`src/rtl/display_pkg.sv`:
```
// Shared types and constants for the seven-segment scan path.
// lz_dark() decides whether a leading-zero digit may stay unlit.
package display_pkg;

    localparam int   NUM_DIGITS = 4;
    localparam int   DIGIT_W    = 4;
    localparam logic DP_OFF     = 1'b1;

    typedef enum logic {SHOW, BLANK} scan_state_t;
    typedef logic [NUM_DIGITS*DIGIT_W-1:0] disp_value_t;
    typedef logic [$clog2(NUM_DIGITS)-1:0] digit_idx_t;

    // Digit k is a leading zero when it and every higher nibble are zero and its dp is off.
    function automatic logic lz_dark(input disp_value_t               value,
                                     input logic [NUM_DIGITS-1:0]     dp,
                                     input digit_idx_t                k);
        logic upper_zero;
        upper_zero = 1'b1;
        for (int i = 0; i < NUM_DIGITS; i++) begin
            if (i >= int'(k) && value[i*DIGIT_W +: DIGIT_W] != '0) begin
                upper_zero = 1'b0;
            end
        end
        return (k != '0) && upper_zero && (dp[k] == DP_OFF);
    endfunction

endpackage

```
`src/rtl/display_load_buffer.sv`:
```
// Double buffer for the displayed value: one pending slot filled by valid/ready, copied to the
// committed outputs on i_commit. Ready is low whenever the slot is full; no bypass to the outputs.
module display_load_buffer
    import display_pkg::*;
(
    input  logic                  clk,
    input  logic                  reset_n,
    input  logic                  i_commit,
    input  logic                  i_load_vld,
    output logic                  o_load_rdy,
    input  disp_value_t           i_value,
    input  logic [NUM_DIGITS-1:0] i_dp,
    output disp_value_t           o_value,
    output logic [NUM_DIGITS-1:0] o_dp
);

    logic                  r_pend_vld;
    disp_value_t           r_pend_value;
    logic [NUM_DIGITS-1:0] r_pend_dp;
    disp_value_t           r_value;
    logic [NUM_DIGITS-1:0] r_dp;
    logic                  w_xfer;

    assign w_xfer     = i_load_vld && !r_pend_vld;
    assign o_load_rdy = !r_pend_vld;
    assign o_value    = r_value;
    assign o_dp       = r_dp;

    // A transfer needs an empty slot, so it can never coincide with a commit of that slot.
    always_ff @(posedge clk or negedge reset_n) begin
        if (!reset_n) begin
            r_pend_vld   <= 1'b0;
            r_pend_value <= '0;
            r_pend_dp    <= {NUM_DIGITS{DP_OFF}};
            r_value      <= '0;
            r_dp         <= {NUM_DIGITS{DP_OFF}};
        end else if (w_xfer) begin
            r_pend_vld   <= 1'b1;
            r_pend_value <= i_value;
            r_pend_dp    <= i_dp;
        end else if (i_commit && r_pend_vld) begin
            r_pend_vld   <= 1'b0;
            r_value      <= r_pend_value;
            r_dp         <= r_pend_dp;
        end
    end

endmodule

```
`src/rtl/display_scan_controller.sv`:
```
// 4-digit seven-segment scan sequencer: SHOW/BLANK phases per digit, registered anodes, loads
// committed only at frame wrap. Optional LEADING_ZERO_BLANK_EN keeps leading-zero digits dark.
module display_scan_controller
    import display_pkg::*;
#(
    parameter int REFRESH_DIV  = 50000,
    parameter int BLANK_CYCLES = 500
) (
    input  logic        clk,
    input  logic        reset_n,
    input  logic        enable,
    input  logic        load_valid,
    output logic        load_ready,
    input  logic [15:0] value_in,
    input  logic [3:0]  dp_in,
    output logic [15:0] value_out,
    output logic [3:0]  dp_out,
    output logic [1:0]  digit_select,
    output logic [3:0]  anode_n,
    output logic        frame_done
);

    localparam int CNT_MAX = (REFRESH_DIV > BLANK_CYCLES) ? REFRESH_DIV : BLANK_CYCLES;
    localparam int CNT_W   = $clog2(CNT_MAX + 1);
    localparam logic [CNT_W-1:0] SHOW_LAST  = CNT_W'(REFRESH_DIV - 1);
    localparam logic [CNT_W-1:0] BLANK_LAST = (BLANK_CYCLES > 0) ? CNT_W'(BLANK_CYCLES - 1) : '0;

    scan_state_t            r_state, w_state_nxt;
    logic [CNT_W-1:0]       r_cnt, w_cnt_nxt;
    digit_idx_t             r_digit, w_digit_nxt;
    logic                   r_first, w_first_nxt;
    logic [NUM_DIGITS-1:0]  r_anode_n, w_anode_nxt;
    logic                   r_frame_done;
    logic                   w_wrap;

    always_ff @(posedge clk or negedge reset_n) begin
        if (!reset_n) begin
            r_state      <= BLANK;
            r_cnt        <= '0;
            r_digit      <= '0;
            r_first      <= 1'b1;
            r_anode_n    <= {NUM_DIGITS{1'b1}};
            r_frame_done <= 1'b0;
        end else begin
            r_state      <= w_state_nxt;
            r_cnt        <= w_cnt_nxt;
            r_digit      <= w_digit_nxt;
            r_first      <= w_first_nxt;
            r_anode_n    <= w_anode_nxt;
            r_frame_done <= w_wrap;
        end
    end

    always_comb begin
        w_state_nxt = r_state;
        w_cnt_nxt   = r_cnt;
        w_digit_nxt = r_digit;
        w_first_nxt = r_first;
        w_wrap      = 1'b0;
        if (enable) begin
            unique case (r_state)
                SHOW: begin
                    if (r_cnt == SHOW_LAST) begin
                        w_cnt_nxt = '0;
                        if (BLANK_CYCLES == 0) begin
                            w_digit_nxt = r_digit + 2'd1;
                            w_wrap      = (r_digit == 2'd3);
                        end else begin
                            w_state_nxt = BLANK;
                        end
                    end else begin
                        w_cnt_nxt = r_cnt + CNT_W'(1);
                    end
                end
                BLANK: begin
                    if (r_cnt == BLANK_LAST) begin
                        w_state_nxt = SHOW;
                        w_cnt_nxt   = '0;
                        w_first_nxt = 1'b0;
                        // The blank right after reset lights digit 0 instead of advancing.
                        if (!r_first) begin
                            w_digit_nxt = r_digit + 2'd1;
                            w_wrap      = (r_digit == 2'd3);
                        end
                    end else begin
                        w_cnt_nxt = r_cnt + CNT_W'(1);
                    end
                end
                default: ;
            endcase
        end

        w_anode_nxt = {NUM_DIGITS{1'b1}};
        if (enable && w_state_nxt == SHOW) begin
            w_anode_nxt = ~(4'b0001 << w_digit_nxt);
`ifdef LEADING_ZERO_BLANK_EN
            if (lz_dark(value_out, dp_out, w_digit_nxt)) begin
                w_anode_nxt = {NUM_DIGITS{1'b1}};
            end
`endif
        end
    end

    assign digit_select = r_digit;
    assign anode_n      = r_anode_n;
    assign frame_done   = r_frame_done;

    display_load_buffer u_load_buffer (
        .clk        (clk),
        .reset_n    (reset_n),
        .i_commit   (w_wrap),
        .i_load_vld (load_valid),
        .o_load_rdy (load_ready),
        .i_value    (value_in),
        .i_dp       (dp_in),
        .o_value    (value_out),
        .o_dp       (dp_out)
    );

endmodule

```
`config.mk`:
```
export PLATFORM = sky130hd
export DESIGN_NAME = display_scan_controller
export DESIGN_NICKNAME = d
export VERILOG_FILES = /design/src/rtl/display_pkg.sv /design/src/rtl/display_load_buffer.sv /design/src/rtl/display_scan_controller.sv
export SDC_FILE = /design/constraint.sdc
export NUM_CORES = 1
export LEC_CHECK = 0
export BUFFER_PORTS_ARGS = -buffer_cell sky130_fd_sc_hd__buf_2
export CAP_MARGIN = 20
export CORE_MARGIN = 2
export CORE_UTILIZATION = 46
export DETAILED_ROUTE_END_ITERATION = 10
export PLACE_DENSITY = 0.68
export SLEW_MARGIN = 30
export SYNTH_ARGS = -nofsm -noshare
export SYNTH_HDL_FRONTEND = slang
export SYNTH_SLANG_ARGS = --single-unit
```
`constraint.sdc`:
```
create_clock -name clk -period 3 [get_ports clk]
set_input_delay 0.9 -clock clk [delete_from_list [all_inputs] [get_ports clk]]
set_output_delay 0.9 -clock clk [all_outputs]
set_load 0.1 [all_outputs]
```
**After elaboration in Yosys (flattened, before gate mapping)**

Cells that the tools add are included.

- Register bits after elaboration: 66
- Bits in latches: 0
- Memory bits (writable): 0
- Bits in read-only memories: 0
- Bits of input ports: 24
- Output and inout bits: 28
- Word-level logic and storage cells: 46
- Memories: 0

- $add $sub $neg: 2
- $mul: 0
- Divide/modulo/power cells: 0
- Magnitude comparators: 0
- Eq/ne operators: 3
- Shift-type cells: 1
- Muxes and demuxes: 18
- Bitwise gates (word level): 4
- Reductions and logical operators: 7

Operator list:

| operator | number |
|---|---|
| 16-bit 2-to-1 mux | 2 |
| 16-bit one-hot mux with 2 select lines | 1 |
| 16-bit by 1-bit adder with 16-bit output (second input constant) | 1 |
| 16-bit equality test (second input constant) | 1 |
| 16-bit by 9-bit equality test with 1-bit output (second input constant) | 1 |
| 1-bit 2-to-1 mux | 9 |
| 2-bit 2-to-1 mux | 4 |
| 4-bit 2-to-1 mux | 1 |
| 4-bit inverter | 1 |
| 1-bit by 2-bit << shifter with 4-bit output (first input constant) | 1 |
| 1-bit logical AND | 3 |
| 1-bit inverter | 3 |
| 3-bit AND reduction | 1 |
| 2-bit by 1-bit adder with 2-bit output (second input constant) | 1 |
| 2-bit equality test (second input constant) | 1 |
| 1-bit one-hot mux with 2 select lines | 1 |
| 2-bit AND reduction | 1 |
| 2-bit nonzero test | 1 |
| 1-bit zero test | 1 |

**Logic depth before layout (Yosys ltp)**

Gate-level depths: netlist of the first run.

- Depth in word-level cells: 8
- Mapped depth: 6

**Cells and area by module**

From an unflattened synthesis of the first run, not the netlist that was laid out.

- Cells, all modules: 216
- Area, all modules: 3017.9 sq um

By module, submodules not included:

| module | times used | cells an instance | area an instance (sq um) | seq. area each (sq um) |
|---|---|---|---|---|
| display_load_buffer | 1 | 89 | 1637.8 | 1036.0 |
| display_scan_controller | 1 | 127 | 1380.1 | 633.1 |

**Least setup slack after synthesis of the first run**

Ideal clock, no wire load.

- Path kind: flip-flop to flip-flop
- From: register r_digit[1], in the netlist digit_select[1]
- To: register r_anode_n[0], in the netlist anode_n[0]
- Library setup time: 88 ps
- Arrival time: 2129 ps
- Required time: 2912 ps
- Slack: 783 ps
- Cell stages (with the launch flop): 5
- Path buffers: 0
- Period minus slack after synthesis: 2217 ps
- Cells stage by stage: dfrtp_1 > ha_1 > mux2_2 > o32ai_1 > or3b_1

- Cells in the longest elaborated chain, start to end: 8

RTL lines:

| item | RTL line | text |
|---|---|---|
| from (decl) | display_scan_controller.sv:30 | `digit_idx_t r_digit, w_digit_nxt;` |
| from (signal assigned) | display_scan_controller.sv:47 | `r_digit <= w_digit_nxt;` |
| 2-bit by 1-bit adder with 2-bit output | display_scan_controller.sv:82 | `w_digit_nxt = r_digit + 2'd1;` |
| 2-bit 2-to-1 mux | display_scan_controller.sv:81 | `if (!r_first) begin` |
| 2-bit 2-to-1 mux | display_scan_controller.sv:76 | `if (r_cnt == BLANK_LAST) begin` |
| 2-bit 2-to-1 mux | display_scan_controller.sv:61 | `unique case (r_state)` |
| 2-bit 2-to-1 mux (*) | display_scan_controller.sv:60 | `if (enable) begin` |
| 1-bit by 2-bit << shifter with 4-bit output (*) | display_scan_controller.sv:95 | `w_anode_nxt = ~(4'b0001 << w_digit_nxt);` |
| 4-bit inverter (*) | display_scan_controller.sv:95 |  |
| 4-bit 2-to-1 mux (*) | display_scan_controller.sv:94 | `if (enable && w_state_nxt == SHOW) begin` |
| named net w_anode_nxt[0] | display_scan_controller.sv:32 | `logic [NUM_DIGITS-1:0] r_anode_n, w_anode_nxt;` |
| to (signal assigned) | display_scan_controller.sv:42 | `r_anode_n <= {NUM_DIGITS{1'b1}};` |
| to (signal assigned) | display_scan_controller.sv:49 | `r_anode_n <= w_anode_nxt;` |
| to (decl) | display_scan_controller.sv:32 |  |

Mark *: on every way through the listed nets, which the timed path passes. The rest lies on a longest branch.
A chain may end at the register's enable or synchronous reset.

**Worst setup path in the final report of the first run**

- From: register r_cnt[5]
- To: register u_load_buffer.r_value[12], in the netlist u_load_buffer.o_value[12]

- Cells in the longest elaborated chain, start to end: 6

RTL lines:

| item | RTL line | text |
|---|---|---|
| from (decl) | display_scan_controller.sv:29 | `logic [CNT_W-1:0] r_cnt, w_cnt_nxt;` |
| from (signal assigned) | display_scan_controller.sv:46 | `r_cnt <= w_cnt_nxt;` |
| 16-bit by 9-bit equality test with 1-bit output | display_scan_controller.sv:76 |  |
| 1-bit 2-to-1 mux | display_scan_controller.sv:76 |  |
| 1-bit 2-to-1 mux | display_scan_controller.sv:61 |  |
| 1-bit 2-to-1 mux | display_scan_controller.sv:60 |  |
| 1-bit logical AND | display_load_buffer.sv:41 | `end else if (i_commit && r_pend_vld) begin` |
| 2-bit AND reduction (no line) | -- |  |
| to (signal assigned) | display_load_buffer.sv:43 | `r_value <= r_pend_value;` |
| to (decl) | display_load_buffer.sv:20 | `disp_value_t r_value;` |

Every way passes these cells.

==> metrics.md, run 1 <==
| Metric | Value |
|---|---|
| Status | `finished clean` |
| M1 wire length | `2.453 mm` |
| Worst Tran Pin Value | `0.5638 ns` |
| Core area | `5991 um2` |
| Drt first pass iters | `4` |
| Number of global-route vias before repair | `roughly 1,900` |
| Die area | `6945 um2` |
| Die W | `around 83 um` |
| Fillers | `a little under 500` |
| Area contributors post-synth | `dfrtp_1 (45%), dfstp_2 (13%), mux2_4 (9.9%)` |
| Die H | `about 83 um` |
| Total congestion overflow | `0` |
| Fmax | `0.4212 GHz` |
| Syn Nets | `240` |
| Commonest non-fill, non-tap cell in the layout | `dfrtp_1` |
| Min Tclk post-route | `2.374 ns` |
| Final Util | `57.14%` |
| CP Capture Type | `flip-flop` |
| Antenna cells | `0` |
| Reg2reg start | `r_cnt[5]$_DFFE_PN0P_` |
| Arrival @ worst endpoint | `~2.6 ns` |
| Met3 wire length | `about 270 um` |
| Initial antenna violation count | `0` |
| Period utilization | `79.14%` |
| Hold path startpoint | `r_cnt[13]$_DFFE_PN0P_` |
| Post-route insts no fill | `352` |
| CTS tree | `yes` |
| Largest net degree at the start of global routing | `67` |
| Fraction of layout cells with a size suffix above 1 | `48.38%` |
| Final wirelength | `approximately 5.3 mm` |
| Worst R2R Setup Slack | `0.63 ns` |
| Skew final | `0.006647 ns` |
| CTS Buf Count | `9` |
| Clock buffer depth | `2` |
| Leading area contributor after synthesis | `dfrtp_1` |
| Mapped Area | `2895 um2` |
| GRT Total Usage | `between 10% and 20%` |
| Hold-fix buffers, CTS | `0` |
| YS warnings | `0` |
| # nets final | `between 200 and 300` |
| WL/cell | `approximately 15 um` |
| WL met2 | `2.456 mm` |
| DR vias/cell | `5.321` |
| PwrDens | `540.7 nW/um2` |
| CP Launch Type | `flip-flop` |
| Most frequent cells in the layout | `dfrtp_1 (52), buf_2 (51), mux2_2 (22)` |
| Clock Latency Late Sink | `0.34 ns` |
| Setup bufs post-CTS | `0` |
| Syn Inst Count | `214` |
| Hold Violations, Final | `0` |
| Total power | `~1.9 mW` |
| Starting Density | `48.33%` |
| RSZ-0062 raised after global routing | `no` |
| Register Area | `between 1500 and 2000 um2` |
| Tightest Hold Check Type | `reg -> reg` |
| Post-synthesis register bit count | `66` |
| Cells after DPL | `336` |
| Unique masters post-synth | `44` |
| Dpl ws | `between 0.4 and 0.5 ns` |
| First-pass GRT wire length | `8.976 mm` |
| Post-DP HPWL | `3.675 mm` |
| Req. time, crit path | `3.22 ns` |
| Hold Path End | `r_cnt[13]$_DFFE_PN0P_` |
| Worst-path clk slew | `0.07 ns` |
| TNS Setup | `0 ns` |
| Leakage | `1.645 nW` |
| Worst Setup Path Type | `reg -> reg` |
| Hold Path Depth | `1` |
| R2R depth | `6` |
| Yosys top cell area share | `44.94%` |
| Worst-path maximum fanout | `21` |
| Iteration-0 DRC Markers | `63` |
| Multi-input logic area | `1169 um2` |
| I/O Buffers | `51` |
| DRC | `0` |
| Clk sinks | `66` |
| P&R area growth vs syn | `18.24%` |
| # IOs | `between 50 and 60` |
| Setup-failing EPs final | `0` |
| Sequential area share after synthesis | `slightly below 60%` |
| Routability cong. | `0.8477` |
| Worst r2r dst | `u_load_buffer.o_value[12]$_DFFE_PN0P_` |
| Cts repair resizes | `0` |
| Number of maximum-capacitance violations | `0` |
| H-Tree Depth | `3` |
| Final worst slack | `0.6259 ns` |
| Worst relative slew slack | `62.07%` |
| Worst VDD drop | `279.1 uV` |
| Vias | `1,873` |
| Rows | `28` |
| CTS Root Cell | `clkbuf_8` |
| DRT antenna net count | `0` |
| Pins over their slew limit | `0` |
| Top sig layer | `met4` |
| Syn avg cell area | `about 14 um2` |
## layout make-up
type,count,area share [%]
multi-input cells,136,34.14
clock buffers,9,3.618
clock inverters,7,1.352
inverters,5,0.5482
repair buffers,54,8.845
well taps,75,2.741
flip-flops and latches,66,48.76
## worst max-delay path, stage by stage, from the launching register on
cell,delay (ns)
dfrtp_1,0.43
nand4_1,0.17
or4b_4,0.57
nor4_4,0.33
nand4_2,0.14
buf_4,0.28
mux2_4,0.34
## through the flow
stage          cell area (um2)  hold slack [ns]
4_1_cts                   3423           0.5052
6_report                  3423           0.5019
5_1_grt                   3423           0.5200
3_5_place_dp              3253           0.4901
3_3_place_gp              3253           0.4813
2_1_floorplan             2895           0.4612
## per-layer routing
metal  vias up  GRT usage (%)
li1        886              -
met1       918          21.74
met2        55          24.41
met3        14          3.579
met4         0          10.13
met5         -              0
## power breakdown
| group | total, mW | leakage [nW] | internal, mW | switching (mW) |
|---|---|---|---|---|
| clock | 0.634 | 0.0810 | 0.296 | 0.339 |
| combinational | 0.188 | 0.756 | 0.0830 | 0.105 |
| sequential | 1.03 | 0.808 | 0.965 | 0.0638 |
## flip-flops by register name, indices dropped and copies added, names as in the netlist, 2 cells and up
name	cells
r_cnt	16
u_load_buffer.o_value	16
u_load_buffer.r_pend_value	16
anode_n	4
u_load_buffer.o_dp	4
u_load_buffer.r_pend_dp	4
digit_select	2
## cells in the mapped netlist
cell type,n
a21bo_2,1
a21boi_0,1
a21oi_1,8
a2bb2oi_1,1
and2_1,1
and3_1,3
buf_1,2
buf_6,2
clkbuf_1,3
dfrtp_1,52
dfstp_2,14
ha_1,2
inv_1,5
mux2_2,22
mux2_4,19
mux2i_1,1
nand2_1,15
nand3_1,7
nand4_1,6
nand4_2,1
nor2_1,3
nor2b_1,1
nor3_1,6
nor4_1,2
nor4_4,1
nor4b_1,1
o2111ai_1,1
o211ai_1,1
o21a_1,1
o21ai_0,4
o21ai_2,1
o22a_1,1
o2bb2ai_1,2
o31a_1,2
o32ai_1,1
o41ai_1,1
or2_2,3
or3_1,1
or3b_1,1
or4_1,1
or4b_1,1
or4b_4,1
xnor2_1,7
xor2_1,4
## worst max path at each step
stage	from	to	cells past startpoint
6_report	r_cnt[5]$_DFFE_PN0P_	u_load_buffer.o_value[12]$_DFFE_PN0P_	6
5_1_grt	r_cnt[11]$_DFFE_PN0P_	u_load_buffer.o_value[12]$_DFFE_PN0P_	6
4_1_cts	r_cnt[11]$_DFFE_PN0P_	u_load_buffer.o_value[12]$_DFFE_PN0P_	6
3_5_place_dp	enable	r_cnt[15]$_DFFE_PN0P_	6
3_3_place_gp	enable	r_cnt[15]$_DFFE_PN0P_	6
2_1_floorplan	digit_select[1]$_DFF_PN0_	anode_n[0]$_DFF_PN1_	4
## cell families after synthesis
family	count (synthesis)	synth area share [%]
DFF	66	57.65
and+or+nand+nor	55	11.11
muxes	42	18.76
AOI/OAI and AO/OA	26	6.224
buffers and inverters	12	2.074
xor gates and xnor gates	11	3.327
adders and majority gates	2	0.8642
(Power assumes the default switching activity.)
==> run 2: changes to the inputs <==
clock period = 2.4 ns   (was 3 ns; I/O delays follow)
==> metrics.md, run 2 (synthesis gave the netlist of run 1 again) <==
| Metric | Value |
|---|---|
| DRT antenna net count | `0 (unchanged)` |
| Number of maximum-capacitance violations | `0 (unchanged)` |
| Die W | `83.34 um (unchanged)` |
| Vias | `1,908 (was 1,873)` |
| Fin area | `3537 um2 (was 3423 um2)` |
| Total power | `2.540 mW (was 1.851 mW)` |
| Skew final | `0.009920 ns (was 0.006647 ns)` |
| Clock buffer depth | `2 (unchanged)` |
| Req. time, crit path | `2.65 ns (was 3.22 ns)` |
| Rows | `28 (unchanged)` |
| CTS Buf Count | `9 (unchanged)` |
| Fraction of layout cells with a size suffix above 1 | `49.82% (was 48.38%)` |
| Arrival @ worst endpoint | `2.41 ns (was 2.59 ns)` |
| Sequential power share | `50.2% (was 55.6%)` |
| Commonest non-fill, non-tap cell in the layout | `dfrtp_1 (unchanged)` |
| Period utilization | `89.97% (was 79.14%)` |
| Die H | `83.34 um (unchanged)` |
| Clk sinks | `66 (unchanged)` |
| Worst Setup SP | `r_cnt[4]$_DFFE_PN0P_ (was r_cnt[5]$_DFFE_PN0P_)` |
| Worst relative slew slack | `64.58% (was 62.07%)` |
| Hold_ws | `0.3586 ns (was 0.5019 ns)` |
| Fmax | `0.4631 GHz (was 0.4212 GHz)` |
| Total congestion overflow | `0 (unchanged)` |
| Drt first pass iters | `4 (unchanged)` |
| CP Capture Type | `flip-flop (unchanged)` |
| Initial antenna violation count | `0 (unchanged)` |
| Setup-failing EPs final | `0 (unchanged)` |
| Combinational power share | `11.3% (was 10.1%)` |
| Switching share of power | `26.16% (was 27.40%)` |
| Status | `finished clean (unchanged)` |
| First-pass GRT wire length | `9.618 mm (was 8.976 mm)` |
| Final worst slack | `0.2407 ns (was 0.6259 ns)` |
| DRC | `0 (unchanged)` |
| Leakage | `1.719 nW (was 1.645 nW)` |
| Core area | `5991 um2 (unchanged)` |
| Hold-fix buffers, CTS | `0 (unchanged)` |
| WL/cell | `15.43 um (was 15.17 um)` |
| Routability cong. | `0.8883 (was 0.8477)` |
| Worst-path clk slew | `0.07 ns (about the same)` |
| Starting Density | `48.33% (unchanged)` |
| Die area | `6945 um2 (unchanged)` |
| Number of global-route vias before repair | `1,892 (was 1,893)` |
| P&R area growth vs syn | `22.17% (was 18.24%)` |
| Final Util | `59.04% (was 57.14%)` |
| Worst Tran Pin Value | `0.5314 ns (was 0.5638 ns)` |
| CP max stage delay | `0.57 ns (about the same)` |
| Slowest stage cell, crit path | `or4b_4 (unchanged)` |
| Final wirelength | `5.554 mm (was 5.340 mm)` |
| Tightest Hold Check Type | `in -> async (was reg -> reg)` |
| Clock power frac | `38.5% (was 34.3%)` |
| Worst Setup Path Type | `reg -> reg (unchanged)` |
| Largest net degree at the start of global routing | `26 (was 67)` |
| Post-route insts no fill | `360 (was 352)` |
| Crit-path cells | `nand4_1, or4b_4, or3_1, o32ai_1, or3b_1 (was nand4_1, or4b_4, nor4_4, nand4_2, buf_4, mux2_4)` |
| Most frequent cells in the layout | `dfrtp_1 (52), buf_2 (51), mux2_2 (22) (unchanged)` |
| CTS Root Cell | `clkbuf_8 (unchanged)` |
| Cts repair resizes | `0 (unchanged)` |
| Cells after DPL | `344 (was 336)` |
| TNS Setup | `0 ns (unchanged)` |
| Worst-path maximum fanout | `5 (was 21)` |
| CP Launch Type | `flip-flop (unchanged)` |
| Worst VDD drop | `401.0 uV (was 279.1 uV)` |
| Reg2reg start | `r_cnt[4]$_DFFE_PN0P_ (was r_cnt[5]$_DFFE_PN0P_)` |
| # IOs | `52 (unchanged)` |
| H-Tree Depth | `3 (unchanged)` |
| # nets final | `306 (was 298)` |
| Iteration-0 DRC Markers | `101 (was 63)` |
| RSZ-0062 raised after global routing | `no (unchanged)` |
| Placed inst area | `3326 um2 (was 3253 um2)` |
| Sw Pwr | `0.6643 mW (was 0.5072 mW)` |
| Fillers | `511 (was 486)` |
| Int Pwr | `1.875 mW (was 1.344 mW)` |
| Antenna cells | `0 (unchanged)` |
| Dpl ws | `0.2559 ns (was 0.4917 ns)` |
| DR vias/cell | `5.300 (was 5.321)` |
| Pins over their slew limit | `0 (unchanged)` |
| Clock Latency Late Sink | `0.34 ns (about the same)` |
| Post-DP HPWL | `4.049 mm (was 3.675 mm)` |
| GRT Total Usage | `17.64% (was 16.37%)` |
| PwrDens | `718.0 nW/um2 (was 540.7 nW/um2)` |
| Setup bufs post-CTS | `0 (unchanged)` |
| Hold Violations, Final | `0 (unchanged)` |
| Min Tclk post-route | `2.159 ns (was 2.374 ns)` |
| I/O Buffers | `51 (unchanged)` |
| CTS tree | `yes (unchanged)` |
## run 2: worst max-delay path: cells and delay by family, from the launching register on
| kind | cells | cell delay, ns |
|---|---|---|
| simple gates | 4 | 1.49 |
| flops | 1 | 0.42 |
| compound gates | 1 | 0.17 |
## run 2: path summary, 6_finish.rpt
path	endpoint	slack [ns]	depth (start not counted)
max	anode_n[0]$_DFF_PN1_	0.24	5
min	r_cnt[15]$_DFFE_PN0P_	0.36	1
max reg2reg	anode_n[0]$_DFF_PN1_	0.24	5
min reg2reg	u_load_buffer.o_value[7]$_DFFE_PN0P_	0.50	1
max in group asynchronous	u_load_buffer.r_pend_dp[0]$_DFFE_PN1P_	1.46	2
min in group clk	u_load_buffer.o_value[7]$_DFFE_PN0P_	0.50	1
## run 2: power groups by stage
| stage | clock network (mW) | logic [mW] | registers, mW |
|---|---|---|---|
| after detailed placement | 0 | 0.287 | 1.29 |
| after global placement | 0 | 0.278 | 1.29 |
| final | 0.977 | 0.288 | 1.28 |
| after CTS | 0.999 | 0.288 | 1.27 |
| after floorplan | 0 | 0.154 | 1.29 |
| after global routing | 1.05 | 0.320 | 1.29 |
## run 2: area by class of cell
class | count | area [um2] | share of cell area [%]
Sequential cell | 66 | 1669 | 47.19
Clock inverter | 5 | 60.06 | 1.698
Multi-Input combinational cell | 136 | 1169 | 33.04
Tap cell | 75 | 93.84 | 2.653
Inverter | 5 | 18.77 | 0.5306
Clock buffer | 11 | 151.4 | 4.280
Timing Repair Buffer | 62 | 375.4 | 10.61
## run 2: metal layers
metal,vias up,routed length (um),global-route usage (%)
li1,909,-,-
met1,935,2664,25.21
met2,56,2524,25.15
met3,8,272,4.573
met4,0,93,8.048
met5,-,0,0
